<file path="config.mk">
export PLATFORM = sky130hd
export DESIGN_NAME = proc_ctrl
export DESIGN_NICKNAME = d
export VERILOG_FILES = /design/src/rtl/proc_ctrl.sv
export SDC_FILE = /design/constraint.sdc
export NUM_CORES = 1
export LEC_CHECK = 0
export ABC_AREA = 1
export ABC_CLOCK_PERIOD_IN_PS = 1230
export BUFFER_PORTS_ARGS = -buffer_cell sky130_fd_sc_hd__buf_2
export CORE_MARGIN = 2
export CORE_UTILIZATION = 45
export CTS_CLUSTER_SIZE = 14
export DETAILED_ROUTE_END_ITERATION = 10
export PLACE_DENSITY = 0.76
export SLEW_MARGIN = 20
export SYNTH_ARGS = -nofsm -noshare
export SYNTH_HDL_FRONTEND = slang
export SYNTH_SLANG_ARGS = --single-unit
</file>
<file path="constraint.sdc">
create_clock -name Clock -period 1.23 [get_ports Clock]
set_input_delay 0.123 -clock Clock [delete_from_list [all_inputs] [get_ports Clock]]
set_output_delay 0.123 -clock Clock [all_outputs]
set_load 0.01 [all_outputs]
</file>
<file path="src/rtl/proc_ctrl.sv">
// proc_ctrl: multicycle processor control FSM driving register, bus, ALU and memory strobes.
// Define ILLEGAL_TRAP_EN to trap opcode 111 into a HALT state with a sticky Illegal flag.
module proc_ctrl (
    input  logic       Clock,
    input  logic       Resetn,
    input  logic       Run,
    input  logic [8:0] IR,
    input  logic       Gnz,
    output logic [7:0] Rin,
    output logic [7:0] Rout,
    output logic       Gout,
    output logic       DINout,
    output logic       Ain,
    output logic       Gin,
    output logic       IRin,
    output logic       ADDRin,
    output logic       DOUTin,
    output logic       PCincr,
    output logic       W_D,
    output logic       AddSub,
    output logic       Done
`ifdef ILLEGAL_TRAP_EN
    ,
    output logic       Illegal
`endif
);
    localparam logic [2:0] IDLE   = 3'd0;
    localparam logic [2:0] FETCH  = 3'd1;
    localparam logic [2:0] WAIT   = 3'd2;
    localparam logic [2:0] LOADIR = 3'd3;
    localparam logic [2:0] EX1    = 3'd4;
    localparam logic [2:0] EX2    = 3'd5;
    localparam logic [2:0] EX3    = 3'd6;
`ifdef ILLEGAL_TRAP_EN
    localparam logic [2:0] HALT   = 3'd7;
    localparam logic [2:0] OP_ILL = 3'b111;
`endif
    localparam logic [2:0] OP_MV   = 3'b000;
    localparam logic [2:0] OP_MVI  = 3'b001;
    localparam logic [2:0] OP_ADD  = 3'b010;
    localparam logic [2:0] OP_SUB  = 3'b011;
    localparam logic [2:0] OP_LD   = 3'b100;
    localparam logic [2:0] OP_ST   = 3'b101;
    localparam logic [2:0] OP_MVNZ = 3'b110;

    logic [2:0] state, nxt;
    logic [2:0] op;
    logic [7:0] x_oh, y_oh;

    assign op   = IR[8:6];
    assign x_oh = 8'b1 << IR[5:3];
    assign y_oh = 8'b1 << IR[2:0];

    // Strobes depend only on state, IR and Gnz so Run can never glitch them.
    always_comb begin
        Rin    = '0;
        Rout   = '0;
        Gout   = 1'b0;
        DINout = 1'b0;
        Ain    = 1'b0;
        Gin    = 1'b0;
        IRin   = 1'b0;
        ADDRin = 1'b0;
        DOUTin = 1'b0;
        PCincr = 1'b0;
        W_D    = 1'b0;
        AddSub = 1'b0;
        Done   = 1'b0;
        case (state)
            FETCH: begin
                Rout   = 8'h80;
                ADDRin = 1'b1;
                PCincr = 1'b1;
            end
            LOADIR: IRin = 1'b1;
            EX1: begin
                case (op)
                    OP_MV: begin
                        Rout = y_oh;
                        Rin  = x_oh;
                        Done = 1'b1;
                    end
                    OP_MVI: begin
                        Rout   = 8'h80;
                        ADDRin = 1'b1;
                        PCincr = 1'b1;
                    end
                    OP_ADD, OP_SUB: begin
                        Rout = x_oh;
                        Ain  = 1'b1;
                    end
                    OP_LD, OP_ST: begin
                        Rout   = y_oh;
                        ADDRin = 1'b1;
                    end
                    OP_MVNZ: begin
                        Rout = Gnz ? y_oh : 8'h00;
                        Rin  = Gnz ? x_oh : 8'h00;
                        Done = 1'b1;
                    end
                    default: begin
`ifndef ILLEGAL_TRAP_EN
                        Done = 1'b1;
`endif
                    end
                endcase
            end
            EX2: begin
                case (op)
                    OP_ADD, OP_SUB: begin
                        Rout   = y_oh;
                        Gin    = 1'b1;
                        AddSub = IR[6];
                    end
                    OP_ST: begin
                        Rout   = x_oh;
                        DOUTin = 1'b1;
                        W_D    = 1'b1;
                        Done   = 1'b1;
                    end
                    default: ;
                endcase
            end
            EX3: begin
                case (op)
                    OP_MVI, OP_LD: begin
                        DINout = 1'b1;
                        Rin    = x_oh;
                        Done   = 1'b1;
                    end
                    OP_ADD, OP_SUB: begin
                        Gout = 1'b1;
                        Rin  = x_oh;
                        Done = 1'b1;
                    end
                    default: ;
                endcase
            end
            default: ;
        endcase
    end

    // Run is consulted only in IDLE and in the Done cycle of an instruction.
    always_comb begin
        case (state)
            IDLE:    nxt = Run ? FETCH : IDLE;
            FETCH:   nxt = WAIT;
            WAIT:    nxt = LOADIR;
            LOADIR:  nxt = EX1;
`ifdef ILLEGAL_TRAP_EN
            EX1:     nxt = (op == OP_ILL) ? HALT : EX2;
            HALT:    nxt = HALT;
`else
            EX1:     nxt = EX2;
`endif
            EX2:     nxt = EX3;
            default: nxt = IDLE;
        endcase
        if (Done)
            nxt = Run ? FETCH : IDLE;
    end

    always_ff @(posedge Clock or negedge Resetn) begin
        if (!Resetn)
            state <= IDLE;
        else
            state <= nxt;
    end

`ifdef ILLEGAL_TRAP_EN
    always_ff @(posedge Clock or negedge Resetn) begin
        if (!Resetn)
            Illegal <= 1'b0;
        else if (state == EX1 && op == OP_ILL)
            Illegal <= 1'b1;
    end
`endif
endmodule

</file>
==> results of run 1 <==
==> Yosys cell counts <==
cell	instances	area, um^2
sky130_fd_sc_hd__nand2_2	1	6.26
sky130_fd_sc_hd__nand3_2	2	20.0
sky130_fd_sc_hd__nor3_1	3	15.0
sky130_fd_sc_hd__o21ai_0	12	60.1
sky130_fd_sc_hd__nand2_4	2	22.5
sky130_fd_sc_hd__inv_2	4	15.0
sky130_fd_sc_hd__o22ai_1	6	37.5
sky130_fd_sc_hd__nor2_4	3	33.8
sky130_fd_sc_hd__nand3_1	20	100
sky130_fd_sc_hd__nand4_1	3	18.8
sky130_fd_sc_hd__inv_1	15	56.3
sky130_fd_sc_hd__o21ai_2	1	8.76
sky130_fd_sc_hd__nor2_8	1	20.0
sky130_fd_sc_hd__dfrtp_1	3	75.1
sky130_fd_sc_hd__o21bai_1	3	22.5
sky130_fd_sc_hd__nor2_1	13	48.8
sky130_fd_sc_hd__a21boi_1	1	7.51
sky130_fd_sc_hd__nand2_1	40	150
sky130_fd_sc_hd__buf_4	1	7.51
sky130_fd_sc_hd__a21oi_1	12	60.1
sky130_fd_sc_hd__buf_6	2	22.5
==> through the flow <==
step	setup TNS [ns]	setup WS (ns)	cells	hold WS, ns	utilization, %
6_report	-6.81	-0.332	232	0.114	74.4
5_1_grt	-8.96	-0.410	232	0.119	74.4
2_1_floorplan	-0.0754	-0.0377	148	-0.173	-
4_1_cts	-5.83	-0.277	231	0.111	71.9
3_3_place_gp	-0.218	-0.0266	224	-0.0813	65.4
3_5_place_dp	-0.892	-0.0986	224	-0.0784	65.4
==> cells by family after synthesis <==
kind of cell	after synthesis	share of synthesized area (%)
AO/OA/AOI/OAI	35	24.3
AND/OR/NAND/NOR	88	53.9
flip-flops	3	9.29
buffers and inverters	22	12.5
==> power by group <==
group	total [W]	internal, W	leakage [nW]	switching [W]
Combinational	0.00108	0.000447	0.659	0.000635
Clock	0.000179	0.000122	0.0150	0.0000568
Sequential	0.000231	0.000155	0.0344	0.0000759
==> final cells by class <==
class | instances | area (um^2) | area share (%)
inverters | 19 | 73.8 | 5.81
well taps | 25 | 31.3 | 2.46
repair buffers | 58 | 367 | 28.8
flip-flops and latches | 3 | 77.6 | 6.10
clock buffers | 4 | 26.3 | 2.07
multi-input cells | 123 | 696 | 54.7
==> worst max-delay path by stage <==
stage / startpoint / end / slack [ns]
5_1_grt: state[1] / Rin[3] / -0.41
6_report: state[1] / Rin[3] / -0.33
3_5_place_dp: state[0] / Rin[5] / -0.1
3_3_place_gp: state[0] / Rin[6] / -0.03
4_1_cts: state[1] / Rin[7] / -0.28
2_1_floorplan: state[1] / ADDRin / -0.04
==> routing by layer <==
metal  up-vias  wire length, um  part of all wire [%]  global-route usage, %
met4         0               51                   1.8                   5.14
met2        61             1410                    50                   47.2
li1        618                -                     -                      -
met5         -                0                     0                      0
met1       547             1170                    41                   32.9
met3         8              200                   7.1                   5.88
==> what timing repair did <==
item | CTS | global route
setup endpoints to repair | 27 | 29
pin swaps | 4 | 0
setup buffers | 2 | 1
gates cloned | 0 | 0
hold endpoints to repair | 3 | 0
resized for setup | 20 | 9
hold buffers | 1 | 0
==> worst max-delay path, cell delays in order, from the launching register on <==
cell                      delay, ns
sky130_fd_sc_hd__dfrtp_1       0.37
sky130_fd_sc_hd__inv_2         0.11
sky130_fd_sc_hd__nand2_4       0.09
sky130_fd_sc_hd__nor2_4        0.17
sky130_fd_sc_hd__o21ai_4       0.15
sky130_fd_sc_hd__a21oi_2       0.16
sky130_fd_sc_hd__buf_2         0.15
==> metrics.md, run 1 <==
| Metric | Value |
|---|---|
| Outcome | `complete, but fails checks` |
| Failing checks | `negative setup slack` |
| CORE AREA | `1710 um^2` |
| All-Layer GR Usage | `26.7%` |
| Post-synthesis register bit count | `3` |
| Register with the most flip-flops | `state` |
| Number of rows in the core area | `15` |
| Number of buffers created by CTS | `3` |
| CTS H-tree depth | `1` |
| Registers with the most flip-flops | `state x3` |
| Final weighted congestion in routability-driven placement | `0.912` |
| Worst hold path stage count | `3` |
| Count of unique library cells instantiated by Yosys | `21` |
| Fin nets | `221` |
| Transition at the pin with the smallest max-transition slack | `0.405 ns` |
| Post-route fraction of the period consumed by the critical path | `127%` |
| Maximum fanout count along the critical path | `8` |
| Number of fill cells | `153` |
| Post-Syn Instances | `148` |
| Number of buffers between clock root and the deepest sink | `2` |
| Wire length of the first global-routing pass | `4230 um` |
| Reported leakage power | `0.709 nW` |
| Setup repair after global routing missed its margin | `yes` |
| Start point of the worst hold path | `Run` |
| Clock tree sinks | `3` |
| Share of synthesized area occupied by flip-flops and latches | `9.29%` |
| Reg2reg end | `state[0]` |
| Max FFs per register | `3` |
| HPWL after DPL | `2090 um` |
| Commonest cells after routing, fill and taps aside | `sky130_fd_sc_hd__buf_2 (38), sky130_fd_sc_hd__nand2_1 (36), sky130_fd_sc_hd__nand3_1 (20)` |
| Net count after synthesis | `161` |
| Final Total Pwr | `0.00149 W` |
| DIE AREA | `2150 um^2` |
| Worst-case clock skew | `0.0122 ns` |
| Critical path endpoint category | `output port` |
| End point of the most critical hold path | `state[0]` |
| WL per Instance | `12.2 um` |
| Number of port buffers | `39` |
| Worst r2r path cells | `6` |
| Post-Place Cell Area | `1120 um^2` |
| R2R Setup Slk | `-0.03 ns` |
| Proportion of layout cells with a drive suffix above 1 | `44.9%` |
| Number of endpoints failing setup at the final stage | `28` |
| Area overhead of the layout relative to synthesis | `57.3%` |
| Pre-antenna DRT Iters | `4` |
| Clock Latency Late Sink | `0.24 ns` |
| Worst setup margin | `-0.332 ns` |
| Clock tree from TritonCTS | `done` |
| Drt first-iter violations | `28` |
| Routed WL | `2830 um` |
| Total congestion overflow | `0` |
| Critical Path Start Type | `flip-flop` |
| Avg Cell Area, Syn | `5.46 um^2` |
| Reg-to-Reg Start | `state[2]` |
| Number of pins exceeding their max-slew limit in the final report | `0` |
| Overall via count from detail_route | `1,234` |
| Via count of the first global-routing pass | `1,035` |
| Area of all placed cells without fillers | `1270 um^2` |
| Endpoints failing hold | `0` |
| Routed vias/inst | `5.32` |
| Post-route DRC | `0` |
| Worst Setup Path Type | `reg2out` |
| Synthesis warning total | `0` |
| Pin count of the biggest net entering global routing | `11` |
| Relative slew margins | `72.8%` |
| Worst hold path class | `in2reg` |
| Clock slew at the register clock pins of the worst setup and hold paths | `0.03 ns` |
| Width of the die | `46.4 um` |
| Most common cell after layout, fill and taps aside | `sky130_fd_sc_hd__buf_2` |
| Area of the mapped netlist | `808 um^2` |
| Antenna violations before repair | `0` |
| Number of nets with antenna violations after routing | `0` |
| Maximum resistive drop on vdd | `0.00149 V` |
| Effective utilization at floorplan | `47.3%` |
| Die Y | `46.4 um` |
| Max-cap viol count | `0` |
| Worst Path Arrival | `1.44 ns` |
| Min Tclk post-route | `1.56 ns` |
| Master cell of the clock root buffer | `sky130_fd_sc_hd__clkbuf_4` |
| Ports placed on the boundary | `40` |
| Power per cell area | `1170 nW/um^2` |
| Required time worst endpoint | `1.11 ns` |
| Antenna diode instance count | `0` |
| Maximum operating frequency | `640 MHz` |
No activity file was read; power rests on OpenSTA's default activity.
==> run 2, diff against run 1 <==
--- a/config.mk
+++ b/config.mk
@@ -6,13 +6,14 @@
 export NUM_CORES = 1
 export LEC_CHECK = 0
 export ABC_AREA = 1
-export ABC_CLOCK_PERIOD_IN_PS = 1230
+export ABC_CLOCK_PERIOD_IN_PS = 1300
 export BUFFER_PORTS_ARGS = -buffer_cell sky130_fd_sc_hd__buf_2
 export CORE_MARGIN = 2
-export CORE_UTILIZATION = 45
+export CORE_UTILIZATION = 41
 export CTS_CLUSTER_SIZE = 14
 export DETAILED_ROUTE_END_ITERATION = 10
-export PLACE_DENSITY = 0.76
+export PLACE_DENSITY = 0.73
+export SKIP_LAST_GASP = 1
 export SLEW_MARGIN = 20
 export SYNTH_ARGS = -nofsm -noshare
 export SYNTH_HDL_FRONTEND = slang
==> constraint.sdc (replaced) <==
create_clock -name Clock -period 1.3 [get_ports Clock]
set_input_delay 0.13 -clock Clock [delete_from_list [all_inputs] [get_ports Clock]]
set_output_delay 0.13 -clock Clock [all_outputs]
set_load 0.01 [all_outputs]
==> run 2 against run 1 <==
- the flow still finishes with violations (negative setup slack)
- combinational power rose by 6%
- cell area rose by 1.2%
- via count rose by 2.4%
- clock skew fell by 0.010 ns
- die area rose by 8.9%
- critical path depth did not move
- first-iteration DRC count rose by 96%
- non-clock buffer count rose by 3
- cell count rose by 2.6%
- clock power fell by 5%
- wire length rose by 3.4%
- sequential share of layout area fell by 0.17 points
- critical endpoint is now Rin[7]
==> metrics.md, run 2 (same netlist as run 1, synthesis figures left out) <==
| Metric | Value |
|---|---|
| Maximum fanout count along the critical path | `8` |
| Number of rows in the core area | `16` |
| Pin count of the biggest net entering global routing | `9` |
| Max-cap viol count | `0` |
| Final standard cell utilization of the core | `67.6%` |
| Pre-antenna DRT Iters | `4` |
| Area overhead of the layout relative to synthesis | `59.1%` |
| Total congestion overflow | `0` |
| Clock tree sinks | `3` |
| Antenna violations before repair | `0` |
| Footprint of the multi-input gates | `683 um^2` |
| Power per cell area | `1160 nW/um^2` |
| Via count of the first global-routing pass | `1,057` |
| Clock slew at the register clock pins of the worst setup and hold paths | `0.04 ns` |
| Registers with the most flip-flops | `state x3` |
| Number of pins exceeding their max-slew limit in the final report | `0` |
| Wire length of the first global-routing pass | `4480 um` |
| Maximum operating frequency | `643 MHz` |
| Number of fill cells | `168` |
| Width of the die | `48.4 um` |
| Failing checks | `negative setup slack` |
| Drt first-iter violations | `55` |
| Critical Path Start Type | `flip-flop` |
| Part of the power in the clock network | `11.3%` |
| Effective utilization at floorplan | `42.5%` |
| All-Layer GR Usage | `23.1%` |
| Required time worst endpoint | `1.17 ns` |
| FF+latch area | `76.3 um^2` |
| Switching share of power | `50.2%` |
| Master cell of the clock root buffer | `sky130_fd_sc_hd__clkbuf_4` |
| Net switching component of the power | `0.000752 W` |
| Sequential group share of total power | `12.5%` |
| Register with the most flip-flops | `state` |
| Outcome | `complete, but fails checks` |
| Max FFs per register | `3` |
| Die Y | `48.4 um` |
| Min Tclk post-route | `1.56 ns` |
| Commonest cells after routing, fill and taps aside | `sky130_fd_sc_hd__buf_2 (37), sky130_fd_sc_hd__nand2_1 (36), sky130_fd_sc_hd__nand3_1 (20)` |
| Clock tree from TritonCTS | `done` |
| Worst-case clock skew | `0.00178 ns` |
| Number of buffers created by CTS | `3` |
| Internal power | `0.000746 W` |
| Area of all placed cells without fillers | `1290 um^2` |
| Routed vias/inst | `5.31` |
| Overall via count from detail_route | `1,263` |
| Clock Latency Late Sink | `0.23 ns` |
| Number of buffers between clock root and the deepest sink | `2` |
| Worst Path Arrival | `1.43 ns` |
| Number of endpoints failing setup at the final stage | `29` |
| Most common cell after layout, fill and taps aside | `sky130_fd_sc_hd__buf_2` |
| Worst setup margin | `-0.255 ns` |
| Number of nets with antenna violations after routing | `0` |
| Routed WL | `2920 um` |
| Relative slew margins | `77.7%` |
| CTS H-tree depth | `1` |
| Share of total power in combinational logic | `76.1%` |
| Post-route DRC | `0` |
| Proportion of layout cells with a drive suffix above 1 | `42.7%` |
| Number of port buffers | `39` |
| Maximum resistive drop on vdd | `0.000654 V` |
| Final weighted congestion in routability-driven placement | `0.849` |
| Setup repair after global routing missed its margin | `yes` |
| WL per Instance | `12.3 um` |
| HPWL after DPL | `2100 um` |
| CORE AREA | `1900 um^2` |
| Ports placed on the boundary | `40` |
| Critical path endpoint category | `output port` |
| Transition at the pin with the smallest max-transition slack | `0.332 ns` |
| Worst Setup Path Type | `reg2out` |
| DIE AREA | `2340 um^2` |
| Antenna diode instance count | `0` |
| Final standard cell count with taps included and fillers excluded | `238` |
| Worst hold path class | `in2reg` |
| Reported leakage power | `0.729 nW` |
| Post-Place Cell Area | `1110 um^2` |
| Endpoints failing hold | `0` |
| Cell count after placement | `225` |
| Post-route fraction of the period consumed by the critical path | `120%` |
| Fin nets | `225` |
[run 2: cell types whose count changed in the layout (fill, tap and decap cells not counted), sizes merged]
cell	before	now
buf	57	60
nand2	43	44
[run 2: critical path, stage by stage (launching register included)]
cell	delay (ns)
sky130_fd_sc_hd__dfrtp_1	0.38
sky130_fd_sc_hd__inv_2	0.11
sky130_fd_sc_hd__nand2_4	0.09
sky130_fd_sc_hd__nor2_4	0.16
sky130_fd_sc_hd__o21ai_4	0.14
sky130_fd_sc_hd__a21oi_1	0.17
sky130_fd_sc_hd__buf_2	0.15
[run 2: path summary, 6_finish.rpt]
kind / startpoint / end / slack [ns] / depth (start not counted)
min in group asynchronous: Resetn / state[1] / 0.22 / 2
hold / removal: Run / state[0] / 0.17 / 3
hold reg to reg: state[1] / state[2] / 0.68 / 3
setup reg to reg: state[1] / state[0] / -0.05 / 9
setup / recovery: state[1] / Rin[7] / -0.26 / 6
max in group asynchronous: Resetn / state[2] / 0.96 / 2
[run 2: layout make-up]
cell class / instances / area share, %
clock buffer: 4 / 2.04
tap: 27 / 2.63
timing repair buffer: 61 / 30.7
multi-input combinational: 124 / 53.1
inverter: 19 / 5.54
sequential: 3 / 5.93
[run 2: per-layer routing]
layer | up-vias | global-route usage [%] | share of wire, %
met2 | 69 | 42.6 | 50
met1 | 561 | 28.3 | 40
met3 | 8 | 1.54 | 7.6
met4 | 0 | 7.62 | 2.9
met5 | - | 0 | 0
li1 | 625 | - | -
[run 2: power groups by stage]
stage | sequential (W) | combinational (W) | clock, W
5_1_grt | 0.000196 | 0.00123 | 0.000173
3_5_place_dp | 0.000185 | 0.000893 | 0
3_3_place_gp | 0.000181 | 0.000878 | 0
2_1_floorplan | 0.000201 | 0.000552 | 0
4_1_cts | 0.000185 | 0.00102 | 0.000173
6_report | 0.000188 | 0.00114 | 0.000170
[run 2: metrics by stage]
stage	hold slack, ns	TNS [ns]	setup slack (ns)	power (W)
4_1_cts	0.133	-3.78	-0.215	0.00137
3_3_place_gp	-0.0742	-0.00597	-0.00597	0.00106
2_1_floorplan	-0.166	0	0.0253	0.000752
3_5_place_dp	-0.0689	-0.0368	-0.0259	0.00108
6_report	0.166	-4.82	-0.255	0.00150
5_1_grt	0.151	-6.68	-0.295	0.00159
[run 2: what timing repair did]
action,in CTS,in global routing
gates resized for setup,9,12
cloned,1,0
endpoints found under the hold margin,3,0
setup buffers,2,5
hold buffers,1,0
endpoints found under the setup margin,26,28
pin swaps,1,0
